[src/rtl/rc4_keystream_arb_if.sv]
// Consumer-side bus of the rc4 keystream arbiter.
//   req0/req1 : requesters each want one keystream byte
//   ack0/ack1 : one-cycle grant pulse, at most one high per cycle
//   ks_byte   : granted keystream byte, valid together with the ack
// Modports: master = a requester pair, slave = the arbiter.
interface rc4_keystream_arb_if;
  logic       req0;
  logic       req1;
  logic       ack0;
  logic       ack1;
  logic [7:0] ks_byte;

  modport master (output req0, req1, input ack0, ack1, ks_byte);
  modport slave  (input req0, req1, output ack0, ack1, ks_byte);
endinterface

[src/rtl/rc4_keystream_arb.sv]
// Controller and arbiter for the rc4 PRGA core.
// Buffers a host-loaded key, walks the core through reset and byte-serial
// key injection, captures every valid keystream byte into a FIFO and hands
// bytes to two consumers through a round-robin request/acknowledge arbiter.
// The core cannot be stalled: a byte arriving at a full FIFO with no pop in
// the same cycle is dropped and the sticky overrun flag is raised.
//
// Ports:
//   clk, rst_n            clock, asynchronous active-low reset
//   key_wr, key_byte      append a byte to the key buffer (IDLE/RUN only)
//   key_start             (re)start keying with the buffered key
//   busy                  high while in CRST or FEED
//   overrun               sticky: a keystream byte was dropped
//   core_rst, core_key    reset and password_input of the rc4 core
//   core_ready, core_k    output_ready and K of the rc4 core
//   cons                  consumer bus (rc4_keystream_arb_if.slave)
//
// Build option: define RC4_ARB_FIXED_PRIO_EN to make req0 always win
// contention (no round-robin pointer is kept).
module rc4_keystream_arb #(
  parameter int KEY_SIZE   = 16,
  parameter int FIFO_DEPTH = 8
) (
  input  logic               clk,
  input  logic               rst_n,
  input  logic               key_wr,
  input  logic [7:0]         key_byte,
  input  logic               key_start,
  output logic               busy,
  output logic               overrun,
  output logic               core_rst,
  output logic [7:0]         core_key,
  input  logic               core_ready,
  input  logic [7:0]         core_k,
  rc4_keystream_arb_if.slave cons
);
  localparam int KW = (KEY_SIZE > 1) ? $clog2(KEY_SIZE) : 1;
  localparam int CW = $clog2(KEY_SIZE + 1);
  localparam int FW = $clog2(FIFO_DEPTH);

  typedef enum logic [1:0] {IDLE, CRST, FEED, RUN} state_e;

  state_e        state_q;
  logic          crst_cnt_q;
  logic [CW-1:0] feed_cnt_q;
  logic [KW-1:0] key_wptr_q, key_wptr_d;
  logic [FW:0]   wr_ptr_q, rd_ptr_q;
  logic          core_rst_q, overrun_q, ack0_q, ack1_q;
  logic [7:0]    ks_byte_q;

  logic [7:0] key_mem  [KEY_SIZE];
  logic [7:0] fifo_mem [FIFO_DEPTH];

  logic key_open, start_ok, run, fifo_empty, fifo_full;
  logic pop, push, drop, grant1;

  assign key_open = (state_q == IDLE) || (state_q == RUN);
  assign start_ok = key_open && key_start;
  // A restart flushes the FIFO, so neither push nor pop happens that cycle.
  assign run      = (state_q == RUN) && !key_start;

  assign key_wptr_d = (key_wptr_q == KW'(KEY_SIZE - 1)) ? '0 : key_wptr_q + KW'(1);

  // Extra pointer MSB distinguishes full from empty when the indices match.
  assign fifo_empty = (wr_ptr_q == rd_ptr_q);
  assign fifo_full  = (wr_ptr_q[FW] != rd_ptr_q[FW]) &&
                      (wr_ptr_q[FW-1:0] == rd_ptr_q[FW-1:0]);

  assign pop  = run && !fifo_empty && (cons.req0 || cons.req1);
  // A simultaneous pop frees the slot, so a full FIFO still accepts the push.
  assign push = run && core_ready && (!fifo_full || pop);
  assign drop = run && core_ready && fifo_full && !pop;

`ifdef RC4_ARB_FIXED_PRIO_EN
  assign grant1 = !cons.req0;
`else
  logic prio1_q;  // 1: req1 wins the next contention

  assign grant1 = cons.req1 && (!cons.req0 || prio1_q);

  always_ff @(posedge clk or negedge rst_n) begin
    if (!rst_n) prio1_q <= 1'b0;
    else if (pop) prio1_q <= !grant1;
  end
`endif

  // core_key follows the feed counter combinationally so the core sees byte c
  // in the same cycle the counter holds c.
  always_comb begin
    // NOTE: default assignment first, so no path leaves core_key unassigned
    // and no latch is inferred.
    core_key = 8'h00;
    if ((state_q == FEED) && (feed_cnt_q < CW'(KEY_SIZE)))
      core_key = key_mem[feed_cnt_q[KW-1:0]];
  end

  // NOTE: the key buffer and FIFO storage carry no reset; validity is tracked
  // by the pointers, and the key must survive rst_n.
  always_ff @(posedge clk) begin
    if (key_open && key_wr) key_mem[key_wptr_q] <= key_byte;
    if (push) fifo_mem[wr_ptr_q[FW-1:0]] <= core_k;
  end

  // NOTE: sequential state uses non-blocking assignments only; a later
  // assignment in this block intentionally overrides an earlier one.
  always_ff @(posedge clk or negedge rst_n) begin
    if (!rst_n) begin
      state_q    <= IDLE;
      crst_cnt_q <= 1'b0;
      feed_cnt_q <= '0;
      key_wptr_q <= '0;
      wr_ptr_q   <= '0;
      rd_ptr_q   <= '0;
      core_rst_q <= 1'b1;
      overrun_q  <= 1'b0;
      ack0_q     <= 1'b0;
      ack1_q     <= 1'b0;
      ks_byte_q  <= 8'h00;
    end else begin
      ack0_q <= 1'b0;
      ack1_q <= 1'b0;

      if (key_open && key_wr) key_wptr_q <= key_wptr_d;

      if (pop) begin
        rd_ptr_q  <= rd_ptr_q + (FW + 1)'(1);
        ks_byte_q <= fifo_mem[rd_ptr_q[FW-1:0]];
        if (grant1) ack1_q <= 1'b1;
        else        ack0_q <= 1'b1;
      end
      if (push) wr_ptr_q  <= wr_ptr_q + (FW + 1)'(1);
      if (drop) overrun_q <= 1'b1;

      case (state_q)
        IDLE, RUN: begin
          if (start_ok) begin
            state_q    <= CRST;
            crst_cnt_q <= 1'b0;
            core_rst_q <= 1'b1;
            wr_ptr_q   <= '0;
            rd_ptr_q   <= '0;
            overrun_q  <= 1'b0;
            key_wptr_q <= '0;
          end
        end
        CRST: begin
          if (crst_cnt_q) begin
            state_q    <= FEED;
            core_rst_q <= 1'b0;
            feed_cnt_q <= '0;
          end else begin
            crst_cnt_q <= 1'b1;
          end
        end
        FEED: begin
          if (feed_cnt_q == CW'(KEY_SIZE)) state_q <= RUN;
          else feed_cnt_q <= feed_cnt_q + CW'(1);
        end
        default: state_q <= IDLE;
      endcase
    end
  end

  assign busy         = (state_q == CRST) || (state_q == FEED);
  assign overrun      = overrun_q;
  assign core_rst     = core_rst_q;
  assign cons.ack0    = ack0_q;
  assign cons.ack1    = ack1_q;
  assign cons.ks_byte = ks_byte_q;
endmodule

[src/flat_wrapper.sv]
// flat-port wrapper written by rule: the top's interface ports become plain ports
module rc4_keystream_arb_flat 
#(
  parameter int KEY_SIZE   = 16,
  parameter int FIFO_DEPTH = 8
)
  (clk, rst_n, key_wr, key_byte, key_start, busy, overrun, core_rst, core_key, core_ready, core_k, cons_req0, cons_req1, cons_ack0, cons_ack1, cons_ks_byte);
  rc4_keystream_arb_if cons_i ();
  input  logic clk;
  input  logic rst_n;
  input  logic key_wr;
  input  logic [7:0] key_byte;
  input  logic key_start;
  output logic busy;
  output logic overrun;
  output logic core_rst;
  output logic [7:0] core_key;
  input  logic core_ready;
  input  logic [7:0] core_k;
  input wire logic [$bits(cons_i.req0)-1:0] cons_req0;
  input wire logic [$bits(cons_i.req1)-1:0] cons_req1;
  output wire logic [$bits(cons_i.ack0)-1:0] cons_ack0;
  output wire logic [$bits(cons_i.ack1)-1:0] cons_ack1;
  output wire logic [$bits(cons_i.ks_byte)-1:0] cons_ks_byte;
  assign cons_i.req0 = cons_req0;
  assign cons_i.req1 = cons_req1;
  assign cons_ack0 = cons_i.ack0;
  assign cons_ack1 = cons_i.ack1;
  assign cons_ks_byte = cons_i.ks_byte;
  rc4_keystream_arb #(.KEY_SIZE(KEY_SIZE), .FIFO_DEPTH(FIFO_DEPTH)) u_core (.clk(clk), .rst_n(rst_n), .key_wr(key_wr), .key_byte(key_byte), .key_start(key_start), .busy(busy), .overrun(overrun), .core_rst(core_rst), .core_key(core_key), .core_ready(core_ready), .core_k(core_k), .cons(cons_i));
endmodule
[config.mk]
export PLATFORM = sky130hd
export DESIGN_NAME = rc4_keystream_arb_flat
export DESIGN_NICKNAME = d
export VERILOG_FILES = /design/src/rtl/rc4_keystream_arb_if.sv /design/src/rtl/rc4_keystream_arb.sv /design/src/flat_wrapper.sv
export SDC_FILE = /design/constraint.sdc
export NUM_CORES = 1
export LEC_CHECK = 0
export ABC_AREA = 1
export CORE_UTILIZATION = 40
export DETAILED_ROUTE_END_ITERATION = 8
export GPL_TIMING_DRIVEN = 0
export PLACE_DENSITY_LB_ADDON = 0.05
export SYNTH_ARGS = -nofsm -noshare
export SYNTH_HDL_FRONTEND = slang
export SYNTH_SLANG_ARGS = --single-unit
[constraint.sdc]
create_clock -name clk -period 3.1 [get_ports clk]
set_clock_uncertainty 0.15 [all_clocks]
set_input_delay 0.93 -clock clk [delete_from_list [all_inputs] [get_ports clk]]
set_output_delay 0.93 -clock clk [all_outputs]
set_load 0.02 [all_outputs]
==> impl_summary.txt, run 1 <==
----------------------------------------------------
[Setup path]
  Top fanout value on the critical path ... 6
  Maximum single-stage delay on the critical path ... 0.48 ns
  Most prevalent standard cell on the critical path ... sky130_fd_sc_hd__nor2_1
  Critical path type ... flip-flop to output pin
  Worst EP arrival ... 2.13 ns
  Crit start category ... flip-flop
  Crit-path cells ... buf_8 -> buf_8 -> nor2_1 -> nor2_1 -> o21ai_1 -> o21ai_1 -> nand2_1 -> nand2_2 -> nor2_1 -> nor2_1 -> buf_4
  Required time at the endpoint of the critical path ... 2.02 ns
  Critical path's slowest cell ... sky130_fd_sc_hd__dfrtp_2
  Endpoint class of the critical path ... output pin

[Timing]
  Unrepaired setup endpoints after global routing ... true
  Smallest setup slack after layout ... -0.115 ns
  Count of pins over their slew limit ... 0
  Final critical delay including setup and external delays ... 3.21 ns
  FMAX ... 0.311 GHz
  Sum Neg Setup Slack ... -0.685 ns
  Final number of setup-violating endpoints ... 8
  Worst slew slack as a fraction of its limit ... 0.411
  Measured slew at the worst slew-check pin ... 0.881 ns
  Number of hold violations in the final report ... 0
  Hold WS ... 0.339 ns
  Tcrit/Tclk final ... 1.04

[Place]
  Global placement routability congestion ... 0.835
  Post-DP Area ... 0.0102 mm2
  Count of port buffers added during placement ... 43
  Post-Place Worst Slack ... -0.364 ns
  Detailed-placement wirelength estimate ... 15400 um

[Routing]
  Pre-antenna DRT Iters ... 5
  Violation count after the first detailed-routing iteration ... 397
  Detail-routed net length per standard cell ... 18.3 um
  Post-route DRC violation count ... 0
  Via count ... 6224
  Post-Route WL ... 22700 um
  Average vias per placed instance ... 5.02
  Number of routed nets with antenna violations ... 0

[Flow run]
  Max Cap Viol ... 0

[GRT]
  Maximum number of pins on one net before global-route repair ... 34
  Global routing usage summed across all routing layers ... 0.193
  Number of antenna violations at the first check in global routing ... 0
  Vias in the first global route ... 6293
  Total gr overflow ... 0
  Global-route wire length before repair ... 35500 um

[Logic synthesis]
  Number of register bits inferred by synthesis ... 225
  Netlist area before placement ... 0.00940 mm2
  EDFF count, synth ... 192
  FFs w/ async S/R, synth ... 0.147
  Total number of yosys warnings ... 0
  Per-instance average area after synthesis ... 11.3 um2
  Sequential-to-total area share from yosys stat ... 0.701
  Cells after Synth ... 834
  Library cells used by synthesis ... 35
  Top_reg_cell synth ... sky130_fd_sc_hd__edfxtp_1
  Number of nets in the synthesized netlist ... 869

[Clock tree]
  Clock buffer count from CTS ... 25
  H-tree depth ... 1
  CTS tree ... yes
  CTS root buffer ... sky130_fd_sc_hd__clkbuf_16
  Sink count of the clock tree ... 225
  Post-CTS clock slew at the launch and capture registers of the worst setup and hold paths ... 0.06 ns
  Clock latency reported for the late side of the worst-skew pair ... 0.52 ns
  Maximum clock path buffer count ... 3
  Cts-stage hold buffer count ... 0

[Power]
  Cell internal pwr ... 6.38 mW
  Combinational share of power ... 0.300
  LEAKAGE ... 4.23 nW
  Worst ir drop on vdd ... 0.509 mV
  Relative contribution of the clock network to total power ... 0.311
  Share of power burned in registers ... 0.389
  Fraction of power spent switching nets ... 0.329
  Psw ... 3.12 mW
  Power per unit of standard cell area ... 841 mW/mm2

[Final layout]
  Antenna diodes ... 0
  Highest-count cells in the layout ignoring fill and taps ... sky130_fd_sc_hd__edfxtp_1, sky130_fd_sc_hd__nor2_1, sky130_fd_sc_hd__nand2_1
  Nets ... 944
  Share of post-route cells with drive strength above 1 ... 0.129
  Layout-stage area growth over the synthesis result ... 20.1%
  Most common library cell in the layout ignoring fill and taps ... sky130_fd_sc_hd__edfxtp_1
  Final standard cell area without fillers ... 0.0113 mm2

[Floorplanning]
  Die height ... 155 um
  Die footprint ... 0.0241 mm2
  Die W ... 155 um
  Total number of placement rows ... 55
  IO Count ... 44
  Core region area ... 0.0228 mm2
  Starting density of the core ... 0.412

[Worst hold path]
  Min-delay worst type ... flip-flop to flip-flop

[Status]
  Result of the run ... complete, but fails checks
  Failing checks ... setup timing

----------------------------------------------------
[path summary, 6_finish.rpt]
path | slack, ns | end | start | cells after the start
worst max-delay path | -0.11 | core_key[2] | u_core.feed_cnt_q[0] | 11
worst min-delay path | 0.34 | u_core.cons.ks_byte[7] | u_core.cons.ks_byte[7] | 2
worst max register to register | 0.48 | u_core.key_mem[7][6] | u_core.state_q[0] | 8
worst min register to register | 0.34 | u_core.cons.ks_byte[7] | u_core.cons.ks_byte[7] | 2
max in group asynchronous | 1.85 | u_core.feed_cnt_q[1] | rst_n | 1
min in group asynchronous | 0.36 | u_core.wr_ptr_q[3] | rst_n | 1
[critical path: cells and delay by family, from the launching register on]
kind / cells / cell delay (ns)
AOI/OAI and AO/OA: 2 / 0.21
buffers and inverters: 3 / 0.47
DFF: 1 / 0.48
and+or+nand+nor: 6 / 0.45
[timing repair]
action                                  in CTS  in global routing
gates resized for setup                    122                 19
setup buffers                                2                  1
pin swaps                                    8                  7
cloned                                       1                  1
endpoints found under the setup margin       9                  8
[sequential cells by signal, indices dropped and copies added, names as in the netlist, 2 cells and up]
name	count
u_core.wr_ptr_q	4
u_core.fifo_mem	64
u_core.key_wptr_q	4
u_core.cons.ks_byte	8
u_core.feed_cnt_q	5
u_core.rd_ptr_q	4
u_core.key_mem	128
u_core.state_q	2
[logic make-up (layout without fill, tap and decap cells)]
| family | after synthesis | count (layout) | synth area share |
|---|---|---|---|
| AO/OA/AOI/OAI | 168 | 168 | 0.0933 |
| adder cells (fa/ha/maj) | 12 | 12 | 0.0160 |
| flip-flops | 225 | 225 | 0.701 |
| buffers and inverters | 74 | 168 | 0.0362 |
| XOR/XNOR | 5 | 5 | 0.00466 |
| AND/OR/NAND/NOR | 350 | 350 | 0.149 |
[power groups by stage]
| stage | logic (mW) | registers, mW | clock network (mW) |
|---|---|---|---|
| 2_1_floorplan | 1.68 | 3.77 | 0 |
| 4_1_cts | 2.82 | 3.69 | 3.01 |
| 5_1_grt | 3.18 | 3.72 | 3.14 |
| 6_report | 2.85 | 3.69 | 2.95 |
| 3_5_place_dp | 2.67 | 3.74 | 0 |
| 3_3_place_gp | 2.63 | 3.73 | 0 |
[cell usage after synthesis, types with 2 or more instances]
cell type | number | area (um2)
sky130_fd_sc_hd__dfrtp_1 | 32 | 801
sky130_fd_sc_hd__nand2_1 | 146 | 548
sky130_fd_sc_hd__buf_4 | 8 | 60.1
sky130_fd_sc_hd__buf_1 | 2 | 7.51
sky130_fd_sc_hd__o21ai_1 | 15 | 75.1
sky130_fd_sc_hd__nand3_1 | 12 | 60.1
sky130_fd_sc_hd__nand2_2 | 2 | 12.5
sky130_fd_sc_hd__buf_2 | 8 | 40.0
sky130_fd_sc_hd__o22ai_1 | 24 | 150
sky130_fd_sc_hd__clkbuf_2 | 3 | 15.0
sky130_fd_sc_hd__a21oi_1 | 8 | 40.0
sky130_fd_sc_hd__xor2_1 | 4 | 35.0
sky130_fd_sc_hd__clkbuf_1 | 12 | 45.0
sky130_fd_sc_hd__o21ai_0 | 119 | 596
sky130_fd_sc_hd__edfxtp_1 | 192 | 5770
sky130_fd_sc_hd__inv_2 | 3 | 11.3
sky130_fd_sc_hd__inv_1 | 35 | 131
sky130_fd_sc_hd__ha_1 | 12 | 150
sky130_fd_sc_hd__nor2_1 | 178 | 668
sky130_fd_sc_hd__nand4_1 | 4 | 25.0
[layout make-up]
cell class	count	area (um2)
fill	2104	11600
sequential	225	6600
buffer	34	294
tap	313	392
multi-input combinational	535	2550
inverter	40	155
clock inverter	16	178
timing repair buffer	48	487
clock buffer	30	644
[stage by stage]
| stage | instances | util | power, mW |
|---|---|---|---|
| 5_1_grt | 1241 | 0.494 | 10.0 |
| 6_report | 1241 | 0.494 | 9.50 |
| 3_5_place_dp | 1190 | 0.447 | 6.41 |
| 4_1_cts | 1239 | 0.491 | 9.52 |
| 2_1_floorplan | 834 | - | 5.45 |
| 3_3_place_gp | 1190 | 0.447 | 6.37 |
[metal layers]
| metal | share of wire | track usage | wire length [um] | up-vias |
|---|---|---|---|---|
| met2 | 0.51 | 0.347 | 11600 | 142 |
| met3 | 0.040 | 0.0262 | 916 | 30 |
| met4 | 0.023 | 0.0560 | 515 | 0 |
| li1 | - | - | - | 3036 |
| met5 | 0 | 0 | 0 | - |
| met1 | 0.43 | 0.243 | 9740 | 3016 |
Note: power is estimated with default switching activity, not from simulation.
==> inputs of run 2 (changes only) <==
--- a/config.mk
+++ b/config.mk
@@ -6,6 +6,7 @@
 export NUM_CORES = 1
 export LEC_CHECK = 0
 export ABC_AREA = 1
+export CORE_ASPECT_RATIO = 0.75
 export CORE_UTILIZATION = 40
 export DETAILED_ROUTE_END_ITERATION = 8
 export GPL_TIMING_DRIVEN = 0
==> impl_summary.txt, run 2 (synthesis results as in run 1) <==
----------------------------------------------------
[Power]
  LEAKAGE ... 4.20 nW (-0.78%)
  Relative contribution of the clock network to total power ... 0.294 (-0.017)
  Combinational share of power ... 0.313 (+0.013)
  Power per unit of standard cell area ... 837 mW/mm2 (-0.46%)
  Psw ... 3.20 mW (+2.6%)
  Cell internal pwr ... 6.19 mW (-2.9%)
  Worst ir drop on vdd ... 0.463 mV (-9.0%)
  Share of power burned in registers ... 0.393 (+0.004)
  Fraction of power spent switching nets ... 0.341 (+0.0121)

[Setup path]
  Maximum single-stage delay on the critical path ... 0.51 ns (+0.03 ns)
  Top fanout value on the critical path ... 10 (+4)
  Startpoint of the most critical register-to-register path ... u_core.state_q[0]
  R2R Path End ... u_core.key_mem[7][5]
  Combined buffer and inverter count along the critical path ... 3 (unchanged)
  Critical path's slowest cell ... sky130_fd_sc_hd__dfrtp_2
  Length in cells of the worst reg-to-reg path ... 8 (unchanged)
  Crit-path cells ... buf_12 -> buf_4 -> o21ai_0 -> o21ai_1 -> nand2_1 -> nand2_2 -> nor2_2 -> nor2_1 -> buf_4
  Endpoint class of the critical path ... output pin
  Critical path type ... flip-flop to output pin
  Required time at the endpoint of the critical path ... 2.02 ns (about the same)
  Crit start category ... flip-flop
  Most prevalent standard cell on the critical path ... sky130_fd_sc_hd__buf_4
  Top delay family on crit path ... buffers and inverters
  Register-to-register path setup slack ... 0.40 ns (-0.08 ns)
  Worst EP arrival ... 2.16 ns (+0.03 ns)

[Routing]
  Post-route DRC violation count ... 9 (+9)
  Number of routed nets with antenna violations ... 0 (unchanged)
  Post-Route WL ... 23300 um (+2.5%)
  Violation count after the first detailed-routing iteration ... 414 (+4.3%)
  Detail-routed net length per standard cell ... 19.0 um (+3.8%)
  Via count ... 6350 (+2.0%)
  Pre-antenna DRT Iters ... 9 (+4)
  Average vias per placed instance ... 5.18 (+3.4%)

[Timing]
  Final critical delay including setup and external delays ... 3.24 ns (+0.0206 ns)
  Count of pins over their slew limit ... 0 (unchanged)
  Smallest setup slack after layout ... -0.135 ns (-0.0206 ns)
  Worst slew slack as a fraction of its limit ... 0.384 (-0.0262)
  FMAX ... 0.309 GHz (-0.64%)
  Tcrit/Tclk final ... 1.04 (+0.00664)
  Final number of setup-violating endpoints ... 8 (unchanged)
  Measured slew at the worst slew-check pin ... 0.920 ns (+0.0392 ns)
  Unrepaired setup endpoints after global routing ... true
  Number of hold violations in the final report ... 0 (unchanged)
  Hold WS ... 0.332 ns (-0.00659 ns)

[Clock tree]
  CTS tree ... yes
  Cts-stage hold buffer count ... 0 (unchanged)
  Sink count of the clock tree ... 225 (unchanged)
  CTS root buffer ... sky130_fd_sc_hd__clkbuf_16
  Clock latency reported for the late side of the worst-skew pair ... 0.51 ns (about the same)
  H-tree depth ... 1 (unchanged)
  Clock buffer count from CTS ... 24 (-4.0%)
  Post-CTS clock slew at the launch and capture registers of the worst setup and hold paths ... 0.06 ns (about the same)
  Maximum clock path buffer count ... 3 (unchanged)

[Floorplanning]
  Starting density of the core ... 0.408 (-0.00384)
  Core region area ... 0.0231 mm2 (+0.94%)
  Total number of placement rows ... 48 (-13%)
  Die W ... 179 um (+15%)
  Die footprint ... 0.0241 mm2 (about the same)
  IO Count ... 44 (unchanged)
  Die height ... 135 um (-13%)

[GRT]
  Maximum number of pins on one net before global-route repair ... 34 (unchanged)
  GR Util met1 ... 0.311 (+0.0681)
  Global routing usage summed across all routing layers ... 0.197 (+0.00334)
  GR met3 Demand/Resource ... 0.0397 (+0.0135)
  Number of antenna violations at the first check in global routing ... 0 (unchanged)
  Met2 Track Usage GR ... 0.276 (-0.0716)
  Global-route wire length before repair ... 35400 um (-0.47%)
  Total gr overflow ... 0 (unchanged)
  Vias in the first global route ... 6076 (-3.4%)
  Highest-utilization routing layer at the global route stage ... met1

[Place]
  Count of port buffers added during placement ... 43 (unchanged)
  Post-Place Worst Slack ... -0.395 ns (-0.0316 ns)
  Detailed-placement wirelength estimate ... 16000 um (+3.8%)
  Global placement routability congestion ... 0.831 (-0.55%)

[Worst hold path]
  Hold path depth ... 2 (unchanged)
  Hold_sp ... u_core.cons.ks_byte[7]
  Hold-critical path endpoint ... u_core.cons.ks_byte[7]
  Min-delay worst type ... flip-flop to flip-flop

[Final layout]
  Flip-flop count of the largest register after layout ... 128 (unchanged)
  Layout-stage area growth over the synthesis result ... 19.4%
  Area taken by flip-flops and latches ... 0.00660 mm2 (unchanged)
  Highest-count cells in the layout ignoring fill and taps ... sky130_fd_sc_hd__edfxtp_1, sky130_fd_sc_hd__nor2_1, sky130_fd_sc_hd__nand2_1
  Layout filler cell count ... 2102 (-0.095%)
  Most common library cell in the layout ignoring fill and taps ... sky130_fd_sc_hd__edfxtp_1
  Register ranked first by flip-flop count ... u_core.key_mem
  Share of post-route cells with drive strength above 1 ... 0.126 (-0.00282)
  Antenna diodes ... 0 (unchanged)
  Combined area of the multi-input logic cells ... 0.00254 mm2 (-0.59%)
  Nets ... 943 (-0.11%)

[Flow run]
  Max Cap Viol ... 0 (unchanged)

[Status]
  Result of the run ... complete, but fails checks
  Failing checks ... DRC, setup timing

----------------------------------------------------
run 2: worst reg2reg max path: cells and delay by family, from the launching register on:
family                   cells  cell delay [ns]
AND/OR/NAND/NOR              4             1.10
buffers and inverters        3             0.32
flip-flops                   1             0.42
adder cells (fa/ha/maj)      1             0.35
run 2: how the worst max path moves through the flow:
stage / startpoint / to / cells past startpoint
detailed placement: u_core.feed_cnt_q[0] / core_key[5] / 9
CTS: u_core.feed_cnt_q[0] / core_key[6] / 10
floorplan: u_core.feed_cnt_q[0] / core_key[6] / 9
global placement: u_core.feed_cnt_q[0] / core_key[5] / 9
finish: u_core.feed_cnt_q[0] / core_key[5] / 9
global route: u_core.feed_cnt_q[0] / core_key[6] / 11
run 2: final cells by class:
class,count,area share
well taps,300,0.0334
clock inverters,11,0.00669
clock buffers,32,0.0608
plain buffers,34,0.0266
repair buffers,48,0.0451
multi-input cells,535,0.226
inverters,40,0.0138
flip-flops and latches,225,0.588
run 2: power by group through the flow:
stage          Clock (mW)  Combinational [mW]  Sequential, mW
2_1_floorplan           0                1.68            3.77
3_3_place_gp            0                2.69            3.73
3_5_place_dp            0                2.71            3.74
4_1_cts              2.81                2.78            3.69
5_1_grt              2.94                3.27            3.72
6_report             2.76                2.94            3.70
run 2: timing repair:
item / 4_1_cts / 5_1_grt
resized for setup: 85 / 53
gates cloned: 0 / 3
setup endpoints to repair: 9 / 8
setup buffers: 1 / 1
pin swaps: 0 / 12
run 2: metal layers:
layer	vias up	share of wire
met1	3115	0.52
met3	28	0.058
met2	165	0.41
met4	0	0.015
met5	-	0
li1	3042	-
run 2: through the flow:
stage                     setup TNS (ns)  power [mW]  std cells   util  instance area, um2
after floorplan                        0        5.45        834      -                9400
after global placement            -14.89        6.42       1177  0.443               10200
after detailed placement          -16.07        6.46       1177  0.442               10200
after CTS                         -0.960        9.28       1221  0.478               11000
after global routing               -1.91        9.93       1225  0.487               11200
final                             -0.981        9.40       1225  0.487               11200
==> RTL edit: new RTL, settings of run 2 <==
The 4 states of `state_e` get a one-hot encoding in 4 bits.
--- a/src/rtl/rc4_keystream_arb.sv
+++ b/src/rtl/rc4_keystream_arb.sv
@@ -38,7 +38,7 @@
   localparam int CW = $clog2(KEY_SIZE + 1);
   localparam int FW = $clog2(FIFO_DEPTH);
 
-  typedef enum logic [1:0] {IDLE, CRST, FEED, RUN} state_e;
+  typedef enum logic [3:0] {IDLE = 4'b0001, CRST = 4'b0010, FEED = 4'b0100, RUN = 4'b1000} state_e;
 
   state_e        state_q;
   logic          crst_cnt_q;
Function: no difference found for any inputs over 10 cycles, from zero or initial values and one cycle with rst_n low; not proved beyond that.
==> RTL edit against run 2 <==
The flow finishes with violations (setup timing); sequential cell count grew 2; sequential share of layout area grew 0.48 points; wire length grew 3.2%; highest routed layer unchanged; global-route usage grew 0.68 points; critical path type unchanged; setup slack gained 0.0097 ns; first-iteration DRC count grew 29%; count of clock-buffer cells in the layout shrank 7; area after synthesis shrank 0.20%; total power shrank 15%; final area is essentially flat; clock power shrank 7%; worst hold slack gained 0.015 ns.
==> RTL edit: results (changes against run 2) <==
Worst R2R End u_core.key_mem[9][7]; Worst slew margin 35.3% (-3.2 points); fraction of layout cells with a size suffix above 1 14.5% (+1.9 points); synth top area cells edfxtp_1 61%, dfrtp_1 8.8%, nor2_1 6.8%; dpl hpwl 16200 um (+1.1%); GR Util All Layers 20.3% (+0.68 points); Critical Path End core_key[2]; met3 usage 3.21% (-0.76 points); Non-Clock Buffer Count 83 (+1.2%); multi-input combinational area share 22.7% (+0.099 points); post-route cell area 11200 um2 (about the same); Max VDD drop 0.000361 V (-22%); Total Die Area 24100 um2 (-0.20%); Signal inverters 34 (-15%); final net count 902 (-4.3%); ys async rst share 15.4% (+0.75 points); DR WL met2 9610 um (+1.2%); Pre-Repair DR Iteration Count 5 (-4); switching share of power 29.8% (-4.3 points); Clock buffer cells 25 (-22%); failing checks setup timing; cell total after placement 1140 (-3.1%); leakage 4.11 nW (-2.2%); Setup Buffers After CTS 4 (+3); Post-Place Worst Slack -0.530 ns (-0.134 ns); Hold EP u_core.cons.ks_byte[3]; buffer share of cell area 7.25% (+0.070 points); final worst slack -0.126 ns (+0.00969 ns); DRC viols 0 (-9); syn_area_per_cell 11.8 um2 (+4.4%); run status finished with violations; Commonest cells post-synth 192 x edfxtp_1, 171 x nor2_1, 103 x o21ai_0; wire length on met3 1540 um (+14%); multi-input gates 502 (-6.2%); Inserted Clock Buffers 23 (-4.2%); first-pass GRT wire length 35900 um (+1.7%); internal reg-to-reg setup slack 0.44 ns (+0.04 ns); fillers 2046 (-2.7%); HP Start u_core.cons.ks_byte[3]; Final TNS setup -0.819 ns (+0.162 ns); setup violators final 8 (unchanged); met1 Use GR 34.0% (+2.9 points); Post-CTS Resized 103 (+21%); post-synthesis sequential area ratio 70.8% (+0.69 points); FF+latch area 6650 um2 (+0.78%)
RTL edit: power groups by stage:
stage | Clock [W] | Combinational (W) | Sequential [W]
CTS | 0.00263 | 0.00184 | 0.00355
finish | 0.00258 | 0.00190 | 0.00355
detailed placement | 0 | 0.00151 | 0.00361
floorplan | 0 | 0.000938 | 0.00359
global route | 0.00274 | 0.00206 | 0.00356
global placement | 0 | 0.00149 | 0.00360
RTL edit: worst max-delay path, stage by stage, from the launching register on:
cell     delay, ns
dfrtp_2       0.47
inv_4         0.11
buf_12        0.15
buf_8         0.15
nor2_2        0.04
o21ai_2       0.18
nand3_1       0.10
nand2_1       0.10
nor2_1        0.05
nor2_1        0.12
buf_4         0.16
RTL edit: kinds of logic (layout without fill, tap and decap cells):
family,Yosys count,count (layout),share of synthesized area [%]
adder cells (fa/ha/maj),8,8,1.07
AO/OA/AOI/OAI,183,183,10.4
flip-flops,227,227,70.8
buffers and inverters,68,158,3.68
AND/OR/NAND/NOR,305,305,13.5
XOR/XNOR,6,6,0.560
